==> src/rtl/booth_pkg.sv <==
// Shared types and the radix-4 Booth digit recoder for the sequential multiplier.
package booth_pkg;

    typedef enum logic [1:0] {
        IDLE,
        BUSY,
        DONE
    } booth_state_t;

    typedef enum logic [2:0] {
        SEL_ZERO,
        SEL_POS1,
        SEL_POS2,
        SEL_NEG1,
        SEL_NEG2
    } booth_sel_t;

    // Map a multiplier bit triplet (b[2i+1], b[2i], b[2i-1]) to a digit in {-2..+2}.
    function automatic booth_sel_t booth_recode(input logic [2:0] bits);
        booth_sel_t sel;
        case (bits)
            3'b000, 3'b111: sel = SEL_ZERO;
            3'b001, 3'b010: sel = SEL_POS1;
            3'b011:         sel = SEL_POS2;
            3'b100:         sel = SEL_NEG2;
            default:        sel = SEL_NEG1;
        endcase
        return sel;
    endfunction

endpackage

==> src/rtl/booth_r4_pp_gen.sv <==
// Combinational partial-product generator for one radix-4 Booth digit.
// Negative digits come out as one's complement; neg is the +1 carry-in
// that completes the two's-complement negation in the accumulator add.
module booth_r4_pp_gen
    import booth_pkg::*;
#(
    parameter int WIDTH = 16
) (
    input  logic [WIDTH+1:0] a_ext,
    input  booth_sel_t       sel,
    output logic [WIDTH+2:0] pp,
    output logic             neg
);

    logic [WIDTH+2:0] a_one;
    logic [WIDTH+2:0] a_two;

    // 1A is sign-extended by one bit; 2A is a left shift that fits the same width.
    assign a_one = {a_ext[WIDTH+1], a_ext};
    assign a_two = {a_ext, 1'b0};

    // Select the digit multiple and apply one's complement for negative digits.
    always_comb begin
        pp  = '0;
        neg = 1'b0;
        case (sel)
            SEL_POS1: pp = a_one;
            SEL_POS2: pp = a_two;
            SEL_NEG1: begin
                pp  = ~a_one;
                neg = 1'b1;
            end
            SEL_NEG2: begin
                pp  = ~a_two;
                neg = 1'b1;
            end
            default: begin
                pp  = '0;
                neg = 1'b0;
            end
        endcase
    end

endmodule

==> src/rtl/booth_r4_mult_seq.sv <==
// Iterative radix-4 Booth multiplier: one Booth digit retired per BUSY cycle
// into a wide accumulator, valid/ready handshakes on both sides.
module booth_r4_mult_seq
    import booth_pkg::*;
#(
    parameter int WIDTH = 16
) (
    input  logic               clk,
    input  logic               rst_n,
    input  logic               in_valid,
    output logic               in_ready,
    input  logic               in_signed,
    input  logic [WIDTH-1:0]   in_a,
    input  logic [WIDTH-1:0]   in_b,
    output logic               out_valid,
    input  logic               out_ready,
    output logic [2*WIDTH-1:0] out_p,
    output logic               busy
);

    localparam int NDIG  = WIDTH / 2 + 1;
    localparam int EXT_W = WIDTH + 2;
    localparam int PP_W  = WIDTH + 3;
    localparam int ACC_W = 2 * WIDTH + 4;
    localparam int CNT_W = $clog2(NDIG);
    localparam int SH_W  = CNT_W + 1;

    generate
        if ((WIDTH < 4) || ((WIDTH % 2) != 0)) begin : g_bad_width
            $error("booth_r4_mult_seq: WIDTH must be even and >= 4");
        end
    endgenerate

    booth_state_t        state_reg;
    logic [CNT_W-1:0]    cnt_reg;
    logic [EXT_W-1:0]    a_reg;
    // Multiplier with the implicit b[-1]=0 in bit 0; shifted right by two each digit.
    logic [EXT_W:0]      b_reg;
    logic [ACC_W-1:0]    acc_reg;
    logic                in_ready_reg;
    logic                out_valid_reg;
    logic [2*WIDTH-1:0]  out_p_reg;
    logic                busy_reg;

    booth_sel_t          sel;
    logic [PP_W-1:0]     pp;
    logic                neg;
    logic [ACC_W-1:0]    pp_ext;
    logic [ACC_W-1:0]    addend;
    logic [ACC_W-1:0]    acc_next;
    logic [SH_W-1:0]     shamt;
    logic [EXT_W-1:0]    a_in_ext;
    logic [EXT_W-1:0]    b_in_ext;

    assign sel = booth_recode(b_reg[2:0]);

    booth_r4_pp_gen #(
        .WIDTH(WIDTH)
    ) u_pp_gen (
        .a_ext(a_reg),
        .sel  (sel),
        .pp   (pp),
        .neg  (neg)
    );

    // Weight the signed partial product (plus its negate carry) by 4^digit.
    always_comb begin
        shamt    = {cnt_reg, 1'b0};
        pp_ext   = {{(ACC_W-PP_W){pp[PP_W-1]}}, pp};
        addend   = (pp_ext + {{(ACC_W-1){1'b0}}, neg}) << shamt;
        acc_next = acc_reg + addend;
    end

    // Operand extension on accept: sign or zero per transaction mode.
    always_comb begin
        a_in_ext = in_signed ? {{2{in_a[WIDTH-1]}}, in_a} : {2'b00, in_a};
        b_in_ext = in_signed ? {{2{in_b[WIDTH-1]}}, in_b} : {2'b00, in_b};
    end

    // Control FSM, digit counter, accumulator and registered handshake outputs.
    always_ff @(posedge clk or negedge rst_n) begin
        if (!rst_n) begin
            state_reg     <= IDLE;
            cnt_reg       <= '0;
            a_reg         <= '0;
            b_reg         <= '0;
            acc_reg       <= '0;
            in_ready_reg  <= 1'b1;
            out_valid_reg <= 1'b0;
            out_p_reg     <= '0;
            busy_reg      <= 1'b0;
        end else begin
            unique case (state_reg)
                IDLE: begin
                    if (in_valid) begin
                        a_reg        <= a_in_ext;
                        b_reg        <= {b_in_ext, 1'b0};
                        acc_reg      <= '0;
                        cnt_reg      <= '0;
                        state_reg    <= BUSY;
                        in_ready_reg <= 1'b0;
                        busy_reg     <= 1'b1;
                    end
                end
                BUSY: begin
                    acc_reg <= acc_next;
                    b_reg   <= {2'b00, b_reg[EXT_W:2]};
                    if (cnt_reg == CNT_W'(NDIG - 1)) begin
                        state_reg     <= DONE;
                        out_valid_reg <= 1'b1;
                        out_p_reg     <= acc_next[2*WIDTH-1:0];
                    end else begin
                        cnt_reg <= cnt_reg + CNT_W'(1);
                    end
                end
                DONE: begin
                    if (out_ready) begin
                        state_reg     <= IDLE;
                        out_valid_reg <= 1'b0;
                        in_ready_reg  <= 1'b1;
                        busy_reg      <= 1'b0;
                    end
                end
                default: begin
                    state_reg     <= IDLE;
                    out_valid_reg <= 1'b0;
                    in_ready_reg  <= 1'b1;
                    busy_reg      <= 1'b0;
                end
            endcase
        end
    end

    assign in_ready  = in_ready_reg;
    assign out_valid = out_valid_reg;
    assign out_p     = out_p_reg;
    assign busy      = busy_reg;

endmodule
==> config.mk <==
export PLATFORM = sky130hd
export DESIGN_NAME = booth_r4_mult_seq
export DESIGN_NICKNAME = d
export VERILOG_FILES = /design/src/rtl/booth_pkg.sv /design/src/rtl/booth_r4_pp_gen.sv /design/src/rtl/booth_r4_mult_seq.sv
export SDC_FILE = /design/constraint.sdc
export NUM_CORES = 1
export LEC_CHECK = 0
export BUFFER_PORTS_ARGS = -buffer_cell sky130_fd_sc_hd__buf_2
export CORE_ASPECT_RATIO = 2
export CORE_UTILIZATION = 60
export CTS_CLUSTER_SIZE = 30
export DETAILED_ROUTE_END_ITERATION = 7
export PLACE_DENSITY_LB_ADDON = 0.1
export SLEW_MARGIN = 0
export SYNTH_ARGS = -nofsm -noshare
export SYNTH_HDL_FRONTEND = slang
export SYNTH_SLANG_ARGS = --single-unit
==> constraint.sdc <==
create_clock -name clk -period 9.05 [get_ports clk]
set_input_delay 1.81 -clock clk [delete_from_list [all_inputs] [get_ports clk]]
set_output_delay 1.81 -clock clk [all_outputs]
set_load 0.02 [all_outputs]
Yosys cells after proc, flatten, opt, wreduce, memory -nomap -nowiden. Index checks and enable logic that the tools add are counted.

Add/sub/neg operators: 3. Multipliers: 0. Div/mod/pow operators: 0. Order comparisons: 0. Equality and inequality tests: 16. Shifts and indexed selects: 1. Multiplexer cells: 24. Bitwise logic cells: 4. Reduce and logical (&&, ||, !) cells: 13.

Operators by type and width (number): $pmux 19 s4 (1); $pmux 36 s2 (1); $not 19->19 (2); $pmux 19 s2 (1); $add 36x36->36 (1); $mux 18 (2); $mux 36 (1); $shl 36x5->36 (1); $add 19x2->20 (1); $mux 19 (1); $eq 3x2->1 const B (4); $pmux 3 s4 (1); $reduce_and 3->1 (4); $eq 3x3->1 const B (3); $pmux 1 s3 (3); $mux 4 (2); $ne 2x2->1 const B (4); $pmux 4 s2 (1); $eq 3x1->1 const B (2); $mux 1 (6); $mux 2 (3); $pmux 2 s3 (1); $reduce_and 2->1 (3); $reduce_or 2->1 (3); other kinds (8) (9).

Register bits: 114. Bits in latches: 0. Memory bits (writable): 0. Memory bits (read-only): 0. Input bits: 37. Output and inout port bits: 35. Logic and storage cells: 70. Memories: 0.

Longest topological paths before layout. Gate-level depths: netlist (run 1).

Word-level depth: 10. Mapped depth: 29. Gate-level depth less buffers: 24.

Hierarchy. A second synthesis (run 1) with hierarchy kept.

Cells, all modules: 948. Area, all modules: 7679.9 um^2.

By module, submodules not included: booth_r4_mult_seq (times used 1, cells each 876, area each 7134.3 um^2); booth_r4_pp_gen (times used 1, cells each 72, area each 545.5 um^2).

Worst setup path before layout (run 1). Ideal clock, no wire load.

Path kind: reg-to-reg. Start point: register b_reg[2]. End point: register acc_reg[31]. Library setup time: 0.126 ns. Data arrival time: 6.197 ns. Slack: 2.727 ns. Cell stages (with the launch flop): 29. Path buffers: 5. Clock period less this slack: 6.323 ns. Path through: dfrtp_1 > buf_4 > buf_2 > buf_2 > buf_1 > a21oi_1 > nor2b_1 > a311oi_1 > ha_1 > ha_1 > o311ai_2 > or4_1 > buf_2 > nor4b_4 > nor2_1 > a211oi_2 > nand2_1 > a221o_1 > o21ai_0 > ha_1 > a2111oi_0 > o21ai_0 > a221o_1 > a21oi_1 > a21oi_1 > a31o_2 > and3_1 > or2_0 > a221o_1.

Word-level cells in the longest chain between the ends: 10. Elaborated cells between the ends (all ways): 20. Those cells by class: add/sub: 2; eq/ne: 9; shift: 1; mux: 4; reduce/logical: 4.

Ends and longest elaborated chain: start: declaration (line booth_r4_mult_seq.sv:38) `logic [EXT_W:0] b_reg;`; start signal: assignment (line booth_r4_mult_seq.sv:97) `b_reg <= {b_in_ext, 1'b0};`; start signal: assignment (line booth_r4_mult_seq.sv:107) `b_reg <= {2'b00, b_reg[EXT_W:2]};`; $eq 3x1->1 (tied with other cells) (line booth_pkg.sv:21) `case (bits)`; $reduce_or 2->1 (line booth_pkg.sv:21); $pmux 3 s4 (*) (line booth_pkg.sv:21); $eq 3x2->1 or $eq 3x3->1 (tied branches) (line booth_r4_pp_gen.sv:26) `case (sel)`; $reduce_or 2->1 (no source line); $mux 1 (line booth_r4_pp_gen.sv:26); $add 19x2->20 (*) (line booth_r4_mult_seq.sv:70) `addend = (pp_ext + {{(ACC_W-1){1'b0}}, neg}) << shamt;`; $shl 36x5->36 (*) (line booth_r4_mult_seq.sv:70); $add 36x36->36 (*) (line booth_r4_mult_seq.sv:71) `acc_next = acc_reg + addend;`; $pmux 36 s2 (*) (line booth_r4_mult_seq.sv:93) `unique case (state_reg)`; end signal: assignment (line booth_r4_mult_seq.sv:106) `acc_reg <= acc_next;`; end: declaration (line booth_r4_mult_seq.sv:39) `logic [ACC_W-1:0] acc_reg;`.

Mark *: on every way between the ends. The rest lies on a longest branch, timed or not. A chain may end at the register's enable or synchronous reset.

Worst setup path in the final report (run 1). Ends and elaborated chain as after synthesis.

==> results of run 1 <==
## how the worst max path moves through the flow
stage                              to  slack [ns]  startpoint
after floorplan           acc_reg[31]        2.73    b_reg[2]
after global placement    acc_reg[31]        2.34    b_reg[2]
after detailed placement  acc_reg[31]        2.17    b_reg[2]
after CTS                 acc_reg[31]        2.16    b_reg[2]
after global routing      acc_reg[31]        1.74    b_reg[2]
final                     acc_reg[31]        2.15    b_reg[2]
## logic make-up (layout without fill, tap and decap cells)
kind of cell / count (synthesis) / in the layout / synth area share, %
flip-flops: 108 / 108 / 33.0
adder cells (fa/ha/maj): 36 / 36 / 5.59
buffers and inverters: 88 / 112 / 4.49
AND/OR/NAND/NOR: 393 / 393 / 23.2
XOR/XNOR: 51 / 51 / 5.63
multiplexers: 26 / 26 / 3.35
AO/OA/AOI/OAI: 285 / 285 / 24.7
## cells in the final DEF, fill, tap and decap left out, types with 9 or more instances in the layout
| cell type | n |
|---|---|
| a31oi_1 | 21 |
| nand2_1 | 182 |
| nor2_1 | 74 |
| o22ai_1 | 10 |
| xor2_1 | 25 |
| nor2b_1 | 12 |
| buf_4 | 11 |
| nand3_1 | 15 |
| o21ai_0 | 61 |
| a22o_1 | 30 |
| a21oi_1 | 52 |
| a21o_1 | 20 |
| clkbuf_16 | 9 |
| nor3_1 | 12 |
| ha_1 | 35 |
| mux2i_1 | 15 |
| buf_2 | 70 |
| o21a_1 | 9 |
| mux2_2 | 11 |
| and2_1 | 24 |
| inv_1 | 12 |
| xnor2_1 | 25 |
| dfrtp_1 | 107 |
## cell usage after synthesis (all sizes together) (7+ instances only)
library cell,n
buf,26
nor3,13
or2,10
a31oi,21
inv,14
and3,8
o221ai,7
clkbuf,47
ha,35
nor2b,12
nand3,15
and2,24
or3b,7
o21bai,7
mux2,11
o22ai,10
o21ai,65
a211oi,8
mux2i,15
a22o,30
nor2,76
a221o,7
xnor2,25
a21oi,52
a221oi,8
o211ai,7
a21o,20
nand3b,8
nand2,182
xor2,25
o21a,9
dfrtp,107
## critical path: stages, from the launching register on
cell and delay (ns):
dfrtp_1 0.33, buf_4 0.41, or3b_1 0.70, o221ai_4 0.36, ha_1 0.31, o311ai_2 0.21, or4_1 0.73, nor4b_4 0.33
nor2_1 0.08, a211oi_2 0.30, nand2_1 0.09, a221o_1 0.32, o21ai_0 0.08, ha_1 0.32, a2111oi_0 0.35, o21ai_0 0.16
a221o_1 0.31, a21oi_1 0.23, a21oi_1 0.18, a31o_2 0.29, and3_1 0.19, or2_0 0.22, a221o_1 0.29
## layer usage
layer / part of all wire, % / track usage [%] / up-vias
li1: - / - / 3579
met1: 37 / 34.4 / 3516
met2: 52 / 56.6 / 224
met3: 3.3 / 4.09 / 96
met4: 7.1 / 21.6 / 0
met5: 0 / 0 / -
## area by class of cell
type                            instances  area share (%)
Sequential cell                       108            30.6
Inverter                               15           0.638
Tap cell                              155            2.20
Clock inverter                          7           0.908
Multi-Input combinational cell        791            58.1
Timing Repair Buffer                   81            4.91
Clock buffer                            9            2.55
## through the flow
stage               cell area (sq um)  hold WS [ns]  utilization (%)  instances  setup slack (ns)
floorplan                        8190         0.442                -        987              2.73
global placement                 8520         0.455             63.7       1150              2.34
detailed placement               8520         0.456             63.7       1150              2.17
CTS                              8820         0.479             66.0       1166              2.16
global route                     8820         0.500             66.0       1166              1.74
finish                           8820         0.474             66.0       1166              2.15
==> summary.txt, run 1 <==
Route
  – Residual DRC: 0
  – Wire length per cell: between 15 and 20 um
  – Aggregate routed wire length: ~22 mm
  – Vias per cell: between 6 and 7
  – Vias post-DR: around 7400
  – Post-route ant nets: 0
  – Starting DRT DRC Count: 388
  – First drt pass iteration count: 7

Timing
  – Final setup violation count: 0
  – Setup Skew: between 0.01 and 0.015 ns
  – Final hold vios: 0
  – Tightest Pin Transition: around 0.94 ns
  – Setup TNS: 0 ns
  – Crit share post-route: about 76%
  – RSZ-0062 raised after global routing: false
  – Slew headroom: a little under two fifths
  – Fin crit period: between 6 and 7 ns
  – Slew Viols, Final: 0
  – Highest Clock Rate: between 100 and 150 MHz

Finish
  – Syn-to-layout area delta: 7.78%
  – Multi-input logic area: roughly 0.0051 sq mm
  – Antenna Cells: 0
  – Final Net Count: 1079
  – Share of cells above drive strength 1: between 10% and 20%
  – Storage cell area: about 0.0027 sq mm
  – Filler cells: between 1000 and 1500

Place
  – GP Congestion: 0.984
  – Port buffer count: slightly above 70
  – Final HPWL DP: 16.1 mm

CTS
  – Clock Tree Buf Depth: 2
  – Clk_lat worst skew: roughly 0.36 ns
  – # resized after CTS: 0
  – Sinks on Clock Net: 108
  – Num CTS Buffers: 9
  – # hold bufs at CTS: 0
  – H-Tree Depth: 3
  – TritonCTS clock tree: built
  – Number of buffers added for setup after CTS: 0
  – Root Buffer: clkbuf_16
  – Clock slew seen by the registers of the worst setup and hold paths: around 0.080 ns

Global route
  – Initial antenna violation count: 0
  – Largest net degree at the start of global routing: 63
  – GRT Overall Usage: 31.8%
  – First-pass GRT wire length: around 36 mm
  – GR Overflow Total: 0
  – Vias in the first global route: 7284

Logic synthesis
  – Synthesized flop and latch total: 108
  – Post-synth top flop: dfrtp_1
  – Yosys cell types: 81
  – Post-synth top area cell: dfrtp_1
  – Mapped Cells: 987
  – Register area share after synthesis: roughly a third
  – Syn_area_per_cell: 8.29 sq um
  – Mapped Area: between 0.008 and 0.009 sq mm
  – Syn. warnings: 0
  – Post-synth EDFFs: 0
  – Net Count, Synth: 1060
  – Fraction of registers with async set/reset: 100%
  – Yosys top cell area share: approximately a third
  – Leading post-synthesis cells by cell area: dfrtp_1 33%, nand2_1 8.3%, ha_1 5.4%

Floorplanning
  – Total core area: approximately 0.013 sq mm
  – FP Rows: 60
  – Die X: approximately 85 um
  – # IOs: slightly above 70
  – Die height: roughly 170 um
  – Initial core utilization: ~60%
  – Die area: 0.0141 sq mm

Hold path
  – Hold Crit Depth: 2
  – Hold_sp: out_p[11]
  – HP Class: reg -> reg
  – Worst hold endpoint: out_p[11]

Critical path
  – CP Capture Type: flip-flop
  – Reg2Reg Depth: 22
  – Setup slack, reg-to-reg: between 2 and 2.5 ns
  – Capturing point of the worst reg2reg path: acc_reg[31]
  – Reg-to-Reg Start: b_reg[2]
  – WP data arrival: around 7 ns
  – Critical path launch point type: flip-flop
  – Critical Path RT: 9.30 ns
  – Worst Path Class, Setup: reg -> reg
  – Max FO, Critical Path: 50

Flow run
  – Max-Cap Viols: 0

Outcome
  – Status: finished, final reports clean
Power of run 1 is not shown: default switching activity piles up to over one toggle a cycle in this logic, so the estimate is an artifact.
==> run 2: changes to the inputs <==
--- a/config.mk
+++ b/config.mk
@@ -7,7 +7,7 @@
 export LEC_CHECK = 0
 export BUFFER_PORTS_ARGS = -buffer_cell sky130_fd_sc_hd__buf_2
 export CORE_ASPECT_RATIO = 2
-export CORE_UTILIZATION = 60
+export CORE_UTILIZATION = 55
 export CTS_CLUSTER_SIZE = 30
 export DETAILED_ROUTE_END_ITERATION = 7
 export PLACE_DENSITY_LB_ADDON = 0.1
==> constraint.sdc (replaced) <==
create_clock -name clk -period 5.7 [get_ports clk]
set_input_delay 1.14 -clock clk [delete_from_list [all_inputs] [get_ports clk]]
set_output_delay 1.14 -clock clk [all_outputs]
set_load 0.02 [all_outputs]
==> run 2 against run 1 <==
Global-route usage shrank 0.099 points. Sequential share of layout area shrank 2.3 points. Clock-buffer cell count is 1 higher.
==> summary.txt, run 2 (synthesis results as in run 1) <==
Outcome
  – Status: finished, final reports clean

Route
  – Post-route ant nets: 0 (unchanged)
  – Aggregate routed wire length: 23.2 mm (+7.1%)
  – Vias post-DR: 7700 (+3.8%)
  – Wire length per cell: 18.3 um (-1.7%)
  – Residual DRC: 0 (unchanged)
  – Vias per cell: 6.06 (-4.7%)
  – Starting DRT DRC Count: 441 (+14%)
  – First drt pass iteration count: 5 (-2)

Place
  – GP Congestion: 0.979 (-0.53%)
  – Final HPWL DP: 17.3 mm (+7.3%)
  – DP Worst Slack: 0.0413 ns (-2.12 ns)
  – Port buffer count: 71 (unchanged)

Timing
  – Tightest Pin Transition: 1.08 ns (+0.141 ns)
  – Fin crit period: 5.53 ns (-1.37 ns)
  – Final hold vios: 0 (unchanged)
  – Slew headroom: 27.8% (-9.4 points)
  – Setup TNS: 0 ns (unchanged)
  – Final setup violation count: 0 (unchanged)
  – Highest Clock Rate: 181 MHz (+25%)
  – Setup Skew: 0.0116 ns (-0.00328 ns)
  – RSZ-0062 raised after global routing: true
  – Slew Viols, Final: 0 (unchanged)
  – Crit share post-route: 97.0% (+21 points)
  – Crit path setup slack, layout: 0.170 ns (-1.98 ns)

Critical path
  – Largest stage delay, worst path: 0.58 ns (-0.15 ns)
  – Worst-path cell chain: buf_12 -> a21oi_2 -> nor2b_1 -> a311oi_1 -> ha_2 -> ha_4 -> o311ai_4 -> or4_4 -> nor4b_2 -> mux2i_1 -> a21oi_1 -> mux2_2 -> mux2i_1 -> o22ai_1 -> ha_1 -> a21oi_1 -> nor2b_1 -> o21a_1 -> or4_1 -> o21ai_0 -> o211ai_1 -> buf_4 -> a311oi_1 -> a221o_1
  – CP top delay family: compound AO/OA/AOI/OAI gates
  – Critical path launch point type: flip-flop
  – CP Capture Type: flip-flop
  – Worst Path Class, Setup: reg -> reg
  – Critical path buffers and inverters: 2 (+1)
  – Crit-path slowest cell: or4_4
  – Max FO, Critical Path: 15 (-70%)
  – Critical Path RT: 6.00 ns (-3.30 ns)
  – WP data arrival: 5.83 ns (-1.32 ns)

Finish
  – Syn-to-layout area delta: 16.3%
  – Antenna Cells: 0 (unchanged)
  – Final Net Count: 1147 (+6.3%)
  – Filler cells: 1327 (+11%)
  – Most frequent cells in the layout: 182 x nand2_1, 107 x dfrtp_1, 75 x buf_4
  – Commonest non-fill, non-tap cell in the layout: nand2_1
  – Share of cells above drive strength 1: 21.0% (+7.1 points)

Floorplanning
  – Die height: 175 um (+4.4%)
  – Initial core utilization: 56.7% (-4.5 points)
  – Die area: 0.0154 sq mm (+8.9%)
  – FP Rows: 62 (+3.3%)
  – Die X: 88.3 um (+4.3%)
  – Total core area: 0.0144 sq mm (+8.0%)
  – # IOs: 72 (unchanged)

Hold path
  – HP Class: reg -> reg

Flow run
  – Max-Cap Viols: 0 (unchanged)

Global route
  – Vias in the first global route: 7705 (+5.8%)
  – Initial antenna violation count: 0 (unchanged)
  – GR Overflow Total: 0 (unchanged)
  – First-pass GRT wire length: 37.6 mm (+5.0%)
  – Largest net degree at the start of global routing: 67 (+6.3%)
  – GRT Overall Usage: 31.7% (-0.099 points)

CTS
  – Clk_lat worst skew: 0.37 ns (about the same)
  – Clock Tree Buf Depth: 2 (unchanged)
  – H-Tree Depth: 3 (unchanged)
  – Num CTS Buffers: 9 (unchanged)
  – Clock slew seen by the registers of the worst setup and hold paths: 0.08 ns (about the same)
  – Sinks on Clock Net: 108 (unchanged)
  – Root Buffer: clkbuf_16
  – TritonCTS clock tree: built
  – # hold bufs at CTS: 0 (unchanged)
[run 2: cell types whose count changed in the layout (fill, tap and decap cells not counted), sizes merged]
cell / previous run / this run
clkbuf: 9 / 10
inv: 16 / 15
buf: 81 / 149
[run 2: worst paths after layout]
check | to | cells after the start | from | slack [ns]
worst max-delay path | out_p[30] | 24 | b_reg[1] | 0.17
worst min-delay path | out_p[0] | 2 | out_p[0] | 0.47
worst max register to register | out_p[30] | 24 | b_reg[1] | 0.17
worst min register to register | out_p[0] | 2 | out_p[0] | 0.47
max in group asynchronous | out_p[19] | 2 | rst_n | 3.71
min in group asynchronous | b_reg[10] | 1 | rst_n | 0.89
[run 2: through the flow]
stage | cell area (sq um) | util, % | instances | hold WS, ns
after floorplan | 8260 | - | 987 | 0.442
after global placement | 9140 | 63.4 | 1252 | 0.454
final | 9520 | 66.0 | 1271 | 0.474
after detailed placement | 9140 | 63.4 | 1252 | 0.458
after CTS | 9430 | 65.4 | 1268 | 0.480
after global routing | 9520 | 66.0 | 1271 | 0.496
[run 2: layout make-up]
type                    count  area, sq um  share of cell area, %
clock inverters             6         61.3                  0.644
multi-input cells         791         5240                   55.0
repair buffers            149          993                   10.4
inverters                  15         56.3                  0.591
well taps                 192          240                   2.52
clock buffers              10          229                   2.40
flip-flops and latches    108         2700                   28.4
[run 2: repair_timing]
action	CTS	global route
gates resized for setup	0	15
setup buffers	0	3
endpoints found under the setup margin	0	14
[run 2: worst register-to-register path, delay by kind of cell, from the launching register on]
kind                     cells  cell delay (ns)
AO/OA/AOI/OAI               11             1.84
AND/OR/NAND/NOR              5             1.47
multiplexers                 3             0.70
adder cells (fa/ha/maj)      3             0.66
flip-flops                   1             0.44
buffers and inverters        2             0.36
[run 2: layer usage]
| metal | wire [um] | track usage (%) |
|---|---|---|
| met5 | 0 | 0 |
| met1 | 8680 | 33.5 |
| met2 | 12500 | 56.7 |
| met3 | 731 | 4.18 |
| met4 | 1300 | 20.1 |
Power of run 2 is left out for the same reason.
==> run 3: changes to the inputs <==
--- a/config.mk
+++ b/config.mk
@@ -7,7 +7,8 @@
 export LEC_CHECK = 0
 export BUFFER_PORTS_ARGS = -buffer_cell sky130_fd_sc_hd__buf_2
 export CORE_ASPECT_RATIO = 2
-export CORE_UTILIZATION = 55
+export CORE_UTILIZATION = 45
+export CTS_BUF_LIST = sky130_fd_sc_hd__clkbuf_8
 export CTS_CLUSTER_SIZE = 30
 export DETAILED_ROUTE_END_ITERATION = 7
 export PLACE_DENSITY_LB_ADDON = 0.1
==> run 3 against run 2 <==
Cell count rose by 4.6%. Clock skew up 0.00093 ns. Cell area increased by 3.2%. Non-clock buffer count rose by 38. Die area rose by 22%. Register-to-register slack got worse by 0.05 ns. Core utilization is 11 points lower. Fmax shrank 0.97%. Largest cell class unchanged.
==> summary.txt, run 3 (synthesis results as in run 1) <==
Outcome
  – Status: finished, final reports clean

Critical path
  – Worst Path Class, Setup: reg -> reg
  – CP Capture Type: flip-flop
  – Reg2Reg Depth: 25 (+4.2%)
  – Critical Path RT: 6.00 ns (about the same)
  – Setup slack, reg-to-reg: 0.12 ns (-0.05 ns)
  – Capturing point of the worst reg2reg path: acc_reg[31]
  – Max FO, Critical Path: 8 (-7)
  – WP data arrival: 5.89 ns (+0.06 ns)
  – Critical path launch point type: flip-flop
  – Reg-to-Reg Start: b_reg[1]

Flow run
  – Max-Cap Viols: 0 (unchanged)

Finish
  – Storage cell area: 0.00270 sq mm (unchanged)
  – Multi-input logic area: 0.00538 sq mm (+2.7%)
  – Most frequent cells in the layout: 182 x nand2_1, 115 x buf_4, 107 x dfrtp_1
  – Commonest non-fill, non-tap cell in the layout: nand2_1
  – Syn-to-layout area delta: 20.0%
  – Share of cells above drive strength 1: 25.3% (+4.3 points)
  – Filler cells: 1725 (+30%)
  – Antenna Cells: 0 (unchanged)
  – Final Net Count: 1185 (+3.3%)
  – Finished Layout Cells: 1330 (+4.6%)

Floorplanning
  – Die area: 0.0188 sq mm (+22%)
  – Die height: 193 um (+10%)
  – # IOs: 72 (unchanged)
  – Die X: 97.4 um (+10%)
  – Initial core utilization: 46.0% (-11 points)
  – Total core area: 0.0178 sq mm (+23%)
  – FP Rows: 69 (+11%)

Place
  – GP Congestion: 0.966 (-1.3%)
  – Final HPWL DP: 18.2 mm (+5.5%)
  – Port buffer count: 71 (unchanged)
  – Post-placement cell count: 1302 (+4.0%)

Route
  – Vias post-DR: 7743 (+0.56%)
  – Post-route ant nets: 0 (unchanged)
  – Starting DRT DRC Count: 329 (-25%)
  – Aggregate routed wire length: 24.4 mm (+5.0%)
  – First drt pass iteration count: 4 (-1)
  – Residual DRC: 0 (unchanged)
  – Wire length per cell: 18.3 um (+0.35%)
  – Vias per cell: 5.82 (-3.9%)

Timing
  – Final setup violation count: 0 (unchanged)
  – Final hold vios: 0 (unchanged)
  – Crit share post-route: 98.0% (+0.95 points)
  – WHS: 0.483 ns (+0.00930 ns)
  – Fin crit period: 5.58 ns (+0.0540 ns)
  – Slew headroom: 43.1% (+15 points)
  – Setup Skew: 0.0125 ns (+0.000933 ns)
  – Highest Clock Rate: 179 MHz (-0.97%)
  – Setup TNS: 0 ns (unchanged)
  – RSZ-0062 raised after global routing: true
  – Tightest Pin Transition: 0.853 ns (-0.228 ns)
  – Slew Viols, Final: 0 (unchanged)

Global route
  – GRT Overall Usage: 26.2% (-5.4 points)
  – First-pass GRT wire length: 39.3 mm (+4.5%)
  – Initial antenna violation count: 0 (unchanged)
  – GR Overflow Total: 0 (unchanged)
  – Largest net degree at the start of global routing: 64 (-4.5%)
  – Vias in the first global route: 7715 (+0.13%)

Hold path
  – Hold_sp: b_reg[14]
  – HP Class: reg -> reg
  – Hold Crit Depth: 2 (unchanged)
  – Worst hold endpoint: b_reg[14]

CTS
  – Num CTS Buffers: 9 (unchanged)
  – Clock slew seen by the registers of the worst setup and hold paths: 0.12 ns (+0.04 ns)
  – Sinks on Clock Net: 108 (unchanged)
  – H-Tree Depth: 3 (unchanged)
  – TritonCTS clock tree: built
  – Root Buffer: clkbuf_8
  – Clk_lat worst skew: 0.41 ns (+0.04 ns)
  – Clock Tree Buf Depth: 2 (unchanged)
run 3: cell count changes in the layout (fill, tap and decap cells not counted), sizes merged:
cell      previous run  this run
buf                149       187
clkinv               5         4
clkinvlp             1         0
inv                 15        17
run 3: worst max-delay path by stage:
stage / from / end / cells after the start
finish: b_reg[1] / acc_reg[31] / 25
global route: b_reg[1] / acc_reg[31] / 25
CTS: b_reg[1] / acc_reg[31] / 23
detailed placement: b_reg[2] / acc_reg[31] / 23
global placement: b_reg[1] / acc_reg[31] / 23
floorplan: b_reg[2] / acc_reg[31] / 28
run 3: layer usage:
metal  vias up  track usage (%)  wire length, um
met5         -                0                0
met2       169             49.7            13300
met4         0             14.0             1180
met3        63             3.62              721
met1      3724             27.7             9160
li1       3787                -                -
run 3: what timing repair did:
action,in CTS,in global routing
resized for setup,1,46
hold buffers,0,0
buffers inserted,0,12
pin swaps,0,26
cloned,0,0
setup endpoints to repair,1,18
run 3: critical path, stage by stage, from the launching register on:
cell and delay (ns):
dfrtp_1 0.43, buf_6 0.14, a21oi_2 0.09, nor2b_1 0.06
a311oi_2 0.26, ha_2 0.27, ha_4 0.15, o311ai_4 0.09
or4_4 0.66, nor4b_4 0.31, mux2i_1 0.23, a21oi_2 0.06
mux2i_2 0.29, a21oi_2 0.11, ha_1 0.36, nand4_1 0.14
nor2_1 0.07, o211ai_1 0.18, o211ai_1 0.19, buf_4 0.19
a21oi_4 0.17, a21oi_2 0.10, a31o_2 0.25, and3_4 0.17
or2_0 0.21, a221o_1 0.28
run 3: cell type report:
class	instances	area share [%]
repair buffers	187	12.6
well taps	213	2.71
flip-flops and latches	108	27.5
multi-input cells	791	54.8
clock buffers	10	1.40
clock inverters	6	0.446
inverters	15	0.573
run 3: stage by stage:
step	cell area [sq um]	setup slack [ns]	utilization [%]
after floorplan	8260	-0.0776	-
after global placement	9340	0.0570	52.5
after detailed placement	9340	-0.0409	52.5
after CTS	9520	0.00901	53.5
after global routing	9820	-0.114	55.2
final	9820	0.116	55.2
Power of run 3 is left out for the same reason.
